===== src/rtl/freq_counter_pkg.sv =====
// Shared types and default sizing for the multi-channel frequency counter.
package freq_counter_pkg;

   typedef enum logic [0:0] {
      IDLE = 1'b0,
      RUN  = 1'b1
   } ctrlState_t;

   localparam int unsigned DefNumCh  = 4;
   localparam int unsigned DefCntW   = 16;
   localparam int unsigned DefGateW  = 24;

endpackage


===== src/rtl/freq_channel.sv =====
// One sensor channel: 2-flop synchronizer, rising-edge detect, saturating counter
// with a sticky overflow flag.
module freq_channel
   import freq_counter_pkg::*;
#(
   parameter int unsigned CNT_W = DefCntW
) (
   input  logic             clk,
   input  logic             rst_n,
   input  logic             sensorIn,
   input  logic             clear,
   input  logic             countEn,
   output logic [CNT_W-1:0] countNext,
   output logic             flagNext
);

   logic             sync1Q, sync2Q, prevQ;
   logic [CNT_W-1:0] cntQ;
   logic             flagQ;
   logic             edgeDet, atMax, hit;

   assign edgeDet = sync2Q & ~prevQ;
   assign atMax   = &cntQ;
   assign hit     = countEn & edgeDet;

   // Combinational next value so the top can latch a window including its last-cycle edge.
   always_comb begin
      countNext = cntQ;
      flagNext  = flagQ;
      if (hit) begin
         if (atMax) begin
            flagNext = 1'b1;
         end else begin
            countNext = cntQ + CNT_W'(1);
         end
      end
   end

   always_ff @(posedge clk or negedge rst_n) begin
      if (!rst_n) begin
         sync1Q <= 1'b0;
         sync2Q <= 1'b0;
         prevQ  <= 1'b0;
         cntQ   <= '0;
         flagQ  <= 1'b0;
      end else begin
         sync1Q <= sensorIn;
         sync2Q <= sync1Q;
         prevQ  <= sync2Q;
         if (clear) begin
            cntQ  <= '0;
            flagQ <= 1'b0;
         end else begin
            cntQ  <= countNext;
            flagQ <= flagNext;
         end
      end
   end

endmodule


===== src/rtl/multi_freq_counter.sv =====
// Gated-window frequency counter: counts sensor edges per channel over gate_len
// clocks and latches all channels together at the end of each window.
module multi_freq_counter
   import freq_counter_pkg::*;
#(
   parameter int unsigned NUM_CH = DefNumCh,
   parameter int unsigned CNT_W  = DefCntW,
   parameter int unsigned GATE_W = DefGateW
) (
   input  logic                    clk,
   input  logic                    rst_n,
   input  logic                    enable,
   input  logic [NUM_CH-1:0]       sensorFreq,
   input  logic [GATE_W-1:0]       gate_len,
   output logic [NUM_CH*CNT_W-1:0] freqValue,
   output logic [NUM_CH-1:0]       overflow,
   output logic                    valid,
   output logic                    busy
);

   ctrlState_t stateQ, stateD;
   logic [GATE_W-1:0] lenQ, lenD;
   logic [GATE_W-1:0] winQ, winD;
   logic [GATE_W-1:0] capLen;
   logic              lastCycle, clearCnt, countEn;

   logic [NUM_CH*CNT_W-1:0] cntNextAll;
   logic [NUM_CH-1:0]       flagNextAll;

   // A zero-length gate still runs a one-cycle window.
   assign capLen = (gate_len == '0) ? GATE_W'(1) : gate_len;
   assign busy   = (stateQ == RUN);

   always_comb begin
      stateD    = stateQ;
      lenD      = lenQ;
      winD      = winQ;
      lastCycle = 1'b0;
      clearCnt  = 1'b0;
      countEn   = 1'b0;
      unique case (stateQ)
         IDLE: begin
            clearCnt = 1'b1;
            winD     = '0;
            if (enable) begin
               stateD = RUN;
               lenD   = capLen;
            end
         end
         RUN: begin
            if (!enable) begin
               stateD   = IDLE;
               clearCnt = 1'b1;
               winD     = '0;
            end else begin
               countEn = 1'b1;
               if (winQ == lenQ - GATE_W'(1)) begin
                  // Last cycle: latch, then restart the next window immediately.
                  lastCycle = 1'b1;
                  clearCnt  = 1'b1;
                  winD      = '0;
                  lenD      = capLen;
               end else begin
                  winD = winQ + GATE_W'(1);
               end
            end
         end
      endcase
   end

   always_ff @(posedge clk or negedge rst_n) begin
      if (!rst_n) begin
         stateQ    <= IDLE;
         lenQ      <= '0;
         winQ      <= '0;
         freqValue <= '0;
         overflow  <= '0;
         valid     <= 1'b0;
      end else begin
         stateQ <= stateD;
         lenQ   <= lenD;
         winQ   <= winD;
         valid  <= lastCycle;
         if (lastCycle) begin
            freqValue <= cntNextAll;
            overflow  <= flagNextAll;
         end
      end
   end

   for (genvar i = 0; i < NUM_CH; i++) begin : gCh
      freq_channel #(
         .CNT_W (CNT_W)
      ) uCh (
         .clk       (clk),
         .rst_n     (rst_n),
         .sensorIn  (sensorFreq[i]),
         .clear     (clearCnt),
         .countEn   (countEn),
         .countNext (cntNextAll[i*CNT_W +: CNT_W]),
         .flagNext  (flagNextAll[i])
      );
   end

endmodule


===== config.mk =====
export PLATFORM = sky130hd
export DESIGN_NAME = multi_freq_counter
export DESIGN_NICKNAME = d
export VERILOG_FILES = /design/src/rtl/freq_counter_pkg.sv /design/src/rtl/freq_channel.sv /design/src/rtl/multi_freq_counter.sv
export SDC_FILE = /design/constraint.sdc
export NUM_CORES = 1
export LEC_CHECK = 0
export BUFFER_PORTS_ARGS = -buffer_cell sky130_fd_sc_hd__buf_4
export CELL_PAD_IN_SITES_DETAIL_PLACEMENT = 0
export CELL_PAD_IN_SITES_GLOBAL_PLACEMENT = 1
export CORE_MARGIN = 2
export CORE_UTILIZATION = 39
export CTS_BUF_LIST = sky130_fd_sc_hd__clkbuf_8 sky130_fd_sc_hd__clkbuf_16
export CTS_CLUSTER_DIAMETER = 50
export DETAILED_ROUTE_END_ITERATION = 16
export GPL_ROUTABILITY_DRIVEN = 0
export GPL_TIMING_DRIVEN = 0
export PLACE_DENSITY = 0.74
export SLEW_MARGIN = 15
export SYNTH_ARGS = -nofsm -noshare
export SYNTH_HDL_FRONTEND = slang
export SYNTH_SLANG_ARGS = --single-unit

===== constraint.sdc =====
create_clock -name clk -period 3.8 [get_ports clk]
set_input_delay 0.76 -clock clk [delete_from_list [all_inputs] [get_ports clk]]
set_output_delay 0.76 -clock clk [all_outputs]
set_load 0.03 [all_outputs]

Word-level counts from Yosys, hierarchy flattened --
Cells that the tools add are included.
Operators by class: add/subtract/negate cells 6, equal/unequal tests 4, muxes and demuxes 39, bitwise logic cells 13, reduce and logical (&&, ||, !) cells 6
Operators by type and width (number):
- 16-bit 2-to-1 mux | 12
- 24-bit 2-to-1 mux | 6
- 24-bit case mux with 2 select lines | 2
- 16-bit by 1-bit adder with 16-bit output, second input constant | 4
- 16-bit AND reduction | 4
- 24-bit by 1-bit adder with 24-bit output, second input constant | 1
- 24-bit == test | 1
- 24-bit zero test | 1
- 24-bit by 1-bit subtractor with 24-bit output, second input constant | 1
- 1-bit 2-to-1 mux | 18
- 1-bit AND | 8
- 1-bit NOT | 5
- 2-bit != test, second input constant | 2
- 3-bit AND reduction | 1
- 2-bit by 1-bit != test with 1-bit output, second input constant | 1
- 1-bit case mux with 2 select lines | 1
Storage, ports and cells: register bits 198, word-level logic and storage cells 94

Longest topological paths before layout --
depth in word-level cells 6, depth in mapped cells 13, depth with buffers taken out 10

Cells and area by module --
From an unflattened synthesis, not the netlist that was laid out.
Unflattened totals: cells, all modules 962, area, all modules 10422.5 µm²
Modules (own cells, without submodules):
- multi_freq_counter | times used 1, cells each 442, area each 5539.1 µm², seq. area each 2952.8 µm²
- freq_channel (gCh[0].uCh ...) | times used 3, cells each 131, area each 1238.7 µm², seq. area each 500.5 µm²
- freq_channel (gCh[1].uCh) | times used 1, cells each 127, area each 1167.4 µm², seq. area each 500.5 µm²

Worst setup path before layout --
Ideal clock, no wire load.
path type reg-to-reg, from register lenQ[0], to register freqValue[31], setup time 0.127 ns, arrival time 3.103 ns, setup slack 0.570 ns, cell stages (with the launch flop) 12, path buffers 1, clock period less this slack 3.230 ns, cell sequence dfrtp_1 -> inv_1 -> ha_1 -> nor3b_4 -> nand2_1 -> or4_1 -> a211oi_1 -> nor3_1 -> or4_4 -> nor2_8 -> buf_8 -> mux2_1
On the way: word-level cells in the longest chain between the ends 5
Ends and longest elaborated chain:
- start: declaration | RTL line multi_freq_counter.sv:22 | logic [GATE_W-1:0] lenQ, lenD;
- start signal: assignment | RTL line multi_freq_counter.sv:81 | lenQ <= lenD;
- 24-bit by 1-bit subtractor with 24-bit output | RTL line multi_freq_counter.sv:57 | if (winQ == lenQ - GATE_W'(1)) begin
- 24-bit == test | RTL line multi_freq_counter.sv:57
- 1-bit 2-to-1 mux | RTL line multi_freq_counter.sv:57
- 1-bit 2-to-1 mux | RTL line multi_freq_counter.sv:51 | if (!enable) begin
- 1-bit 2-to-1 mux | RTL line multi_freq_counter.sv:41 | unique case (stateQ)
- end signal: assignment | RTL line multi_freq_counter.sv:85 | freqValue <= cntNextAll;
- end: declaration | RTL line multi_freq_counter.sv:15 | output logic [NUM_CH*CNT_W-1:0] freqValue,
No other way between the ends. A chain may end at the register's enable or synchronous reset.

Final worst setup path --
from register lenQ[0], to register gCh[3].uCh.flagQ
On the way: word-level cells in the longest chain between the ends 6
Ends and longest elaborated chain:
- 24-bit by 1-bit subtractor with 24-bit output | RTL line multi_freq_counter.sv:57
- 24-bit == test | RTL line multi_freq_counter.sv:57
- 1-bit 2-to-1 mux | RTL line multi_freq_counter.sv:57
- 1-bit 2-to-1 mux | RTL line multi_freq_counter.sv:51
- 1-bit case mux with 2 select lines | RTL line multi_freq_counter.sv:41
- 1-bit 2-to-1 mux | RTL line freq_channel.sv:50 | if (clear) begin
- end signal: assignment | RTL line freq_channel.sv:55 | flagQ <= flagNext;
- end: declaration | RTL line freq_channel.sv:19 | logic flagQ;
No other way between the ends.

==> metrics.csv <==
stage,metric,value,unit
finish,regArea,4950,µm²
finish,fill_cells,2269,
cts,cts_tree,yes,
setup_path,rrSetupSlack,0.24,ns
finish,area_growth,18.9,%
cts,clock_path_buffers,2,
logic_synthesis,ys_ff_latch,198,
sta,max_freq,0.281,GHz
setup_path,cp_max_fo,10,
floorplan,die-area,26100,µm²
drt,vias_per_cell,4.98,
global_route,track_usage,17.0,%
pwr,p_total,4.49,mW
sta,hold_viol_final,0,
global_route,grt_max_degree,106,
sta,rsz0062_at_grt,no,
cts,numCtsBuffers,17,
drt,totalWireLength,21.2,mm
floorplan,start_util,39.8,%
sta,slew_headroom,51.1,%
floorplan,rows,57,
finish,finalInstanceArea,11500,µm²
placement,hpwl,15.3,mm
finish,final_cell_mix,"dfrtp_1 (198), nor2_1 (115), buf_4 (103)",
finish,multiInputGateArea,4270,µm²
floorplan,die_height,161,µm
finish,diodes,0,
setup_path,worstSetupEndpointType,flop,
drt,vias,6785,
sta,min_period_over_period,93.7,%
global_route,grt_pass1_vias,6777,
setup_path,crit_type,flop to flop,
placement,portBuffers,100,
setup_path,cp_slowest_cell,or4_1,
finish,finalNetCount,1063,
sta,setup_violations,0,
logic_synthesis,ys.flop_type,dfrtp_1,
sta,period_minus_slack,3.56,ns
logic_synthesis,syn_area_per_cell,10.7,µm²
logic_synthesis,ys_types,60,
floorplan,io_pins,101,
min_path,min_path_type,primary input to async pin,
logic_synthesis,synthesis.nets,938,
global_route,antenna_found_initial,0,
cts,cts_num_sinks,198,
cts,clockRootBuffer,clkbuf_16,
setup_path,worstPathArrival,3.86,ns
logic_synthesis,async_reset_ff_share,100,%
run_status,status,completed,
cts,clk_latency,0.43,ns
finish,final_common_cell,dfrtp_1,
drt,post-route-drc-count,0,
logic_synthesis,yosysWarnings,0,
cts,clkTransAtPathRegs,0.08,ns
setup_path,cp_cell_sequence,inv_1 -> ha_1 -> nor3b_4 -> a21oi_1 -> or4_1 -> a311oi_1 -> nand4_1 -> or4_4 -> buf_2 -> nand2_2 -> buf_2 -> nor2_1,
global_route,grt_pass1_wl,35.5,mm
drt,ant_nets,0,
pwr,leakage,5.22,nW
cts,htree_levels,4,
logic_synthesis,ys_seq_area_share,51.2,%
sta,hold_ws,0.318,ns
sta,setup_tns,0,ns
pwr,power.density,391,nW/µm²
pwr,vdd_drop_max,208,µV
floorplan,die_x,161,µm
floorplan,coreArea,24300,µm²
drt,drtIter0Drc,369,
sta,drv_slew,0,
logic_synthesis,syn-cell-area,9670,µm²
setup_path,critPathMostFrequentCell,buf_2,
drt,wl_per_cell,15.6,µm
sta,finalClockSkew,0.0109,ns
setup_path,cp.required,4.10,ns
logic_synthesis,postSynthCellCount,901,
drt,drt_first_pass_iters,4,
flow_run,timing.max_cap.violations,0,
cts,cts-hold-fix-buffers,0,
setup_path,slowest_delay,0.53,ns
placement,place_area,10900,µm²
finish,drive_gt1_share,19.4,%
setup_path,cp-start-kind,flop,
global_route,grt_overflow,0,
logic_synthesis,synth-edff-count,0,
sta,worstMarginPinSlew,0.734,ns
-- synth_stat cells, types with 16 or more instances --
library cell,count,share of area [%]
dfrtp_1,198,51
nor2_1,115,4.5
mux2i_1,56,5.8
inv_1,54,2.1
xor2_1,50,4.5
xnor2_1,49,4.4
nand2_1,42,1.6
and3_1,35,2.3
nand3_1,35,1.8
mux2_2,27,3.1
a21oi_1,23,1.2
nand4_1,18,1.2
nor3_1,16,0.83
nor4_1,16,1.0
-- metal layers --
layer | global-route usage [%] | share of wire, % | wire [µm] | vias up
met2 | 25.9 | 46 | 9660 | 100
met1 | 24.9 | 50 | 10700 | 3308
met3 | 2.67 | 2.8 | 595 | 15
li1 | - | - | - | 3362
met5 | 0 | 0 | 0 | -
met4 | 5.07 | 1.2 | 261 | 0
-- stage by stage --
stage | instances | util [%] | setup slack, ns
detailed placement | 1326 | 44.7 | 0.0334
finish | 1363 | 47.3 | 0.239
floorplan | 901 | - | 0.570
CTS | 1358 | 47.0 | 0.0350
global route | 1363 | 47.3 | 0.0308
global placement | 1325 | 44.5 | 0.0811
-- logic make-up (layout without fill, tap and decap cells) --
group	Yosys count	after routing	synth area share [%]
compound gates	70	70	4.74
buf+inv	87	225	4.72
fa+ha+maj	6	6	0.776
mux	95	95	10.3
flops	198	198	51.2
simple gates	345	345	19.0
xor+xnor	100	100	9.20
-- power breakdown --
part           leakage [nW]  internal, mW  switching (mW)  total [mW]
Combinational          2.43         0.205           0.288       0.493
Clock                 0.279         0.871           0.881        1.75
Sequential             2.51          2.18          0.0686        2.25
Total                  5.22          3.25            1.24        4.49
-- worst paths after layout --
check                                  start  cells past startpoint             endpoint
max reg2reg                          lenQ[0]                     12     gCh[3].uCh.flagQ
max                                  lenQ[0]                     12     gCh[3].uCh.flagQ
min                                    rst_n                      1        freqValue[37]
max in group asynchronous              rst_n                      2  gCh[0].uCh.cntQ[12]
min reg2reg                gCh[2].uCh.sync1Q                      0    gCh[2].uCh.sync2Q
min in group clk           gCh[2].uCh.sync1Q                      0    gCh[2].uCh.sync2Q
-- final cells by class --
class,instances,area share [%]
tap,324,3.53
clock buffer,17,3.70
sequential,198,43.1
multi-input combinational,616,37.2
clock inverter,15,1.27
timing repair buffer,106,7.27
inverter,54,1.76
buffer,33,2.21
-- what timing repair did --
| action | in CTS | in global routing |
|---|---|---|
| buffers inserted | 0 | 5 |
| hold endpoints to repair | 0 | 0 |
| setup endpoints to repair | 0 | 167 |
| gates resized for setup | 0 | 2 |
-- registers in the layout (all words and copies together), names as in the netlist, 4 cells and up --
signal          count
gCh.uCh.cntQ       64
freqValue          64
gCh.uCh.prevQ       4
gCh.uCh.sync1Q      4
lenQ               24
overflow            4
gCh.uCh.flagQ       4
gCh.uCh.sync2Q      4
winQ               24
-- critical path: cells and delay by family, from the launching register on --
kind / cells / cell delay (ns)
and+or+nand+nor: 6 / 1.66
AOI/OAI and AO/OA: 2 / 0.37
buffers and inverters: 3 / 0.64
DFF: 1 / 0.46
adders and majority gates: 1 / 0.28
Power figures use the tool's default switching activity.
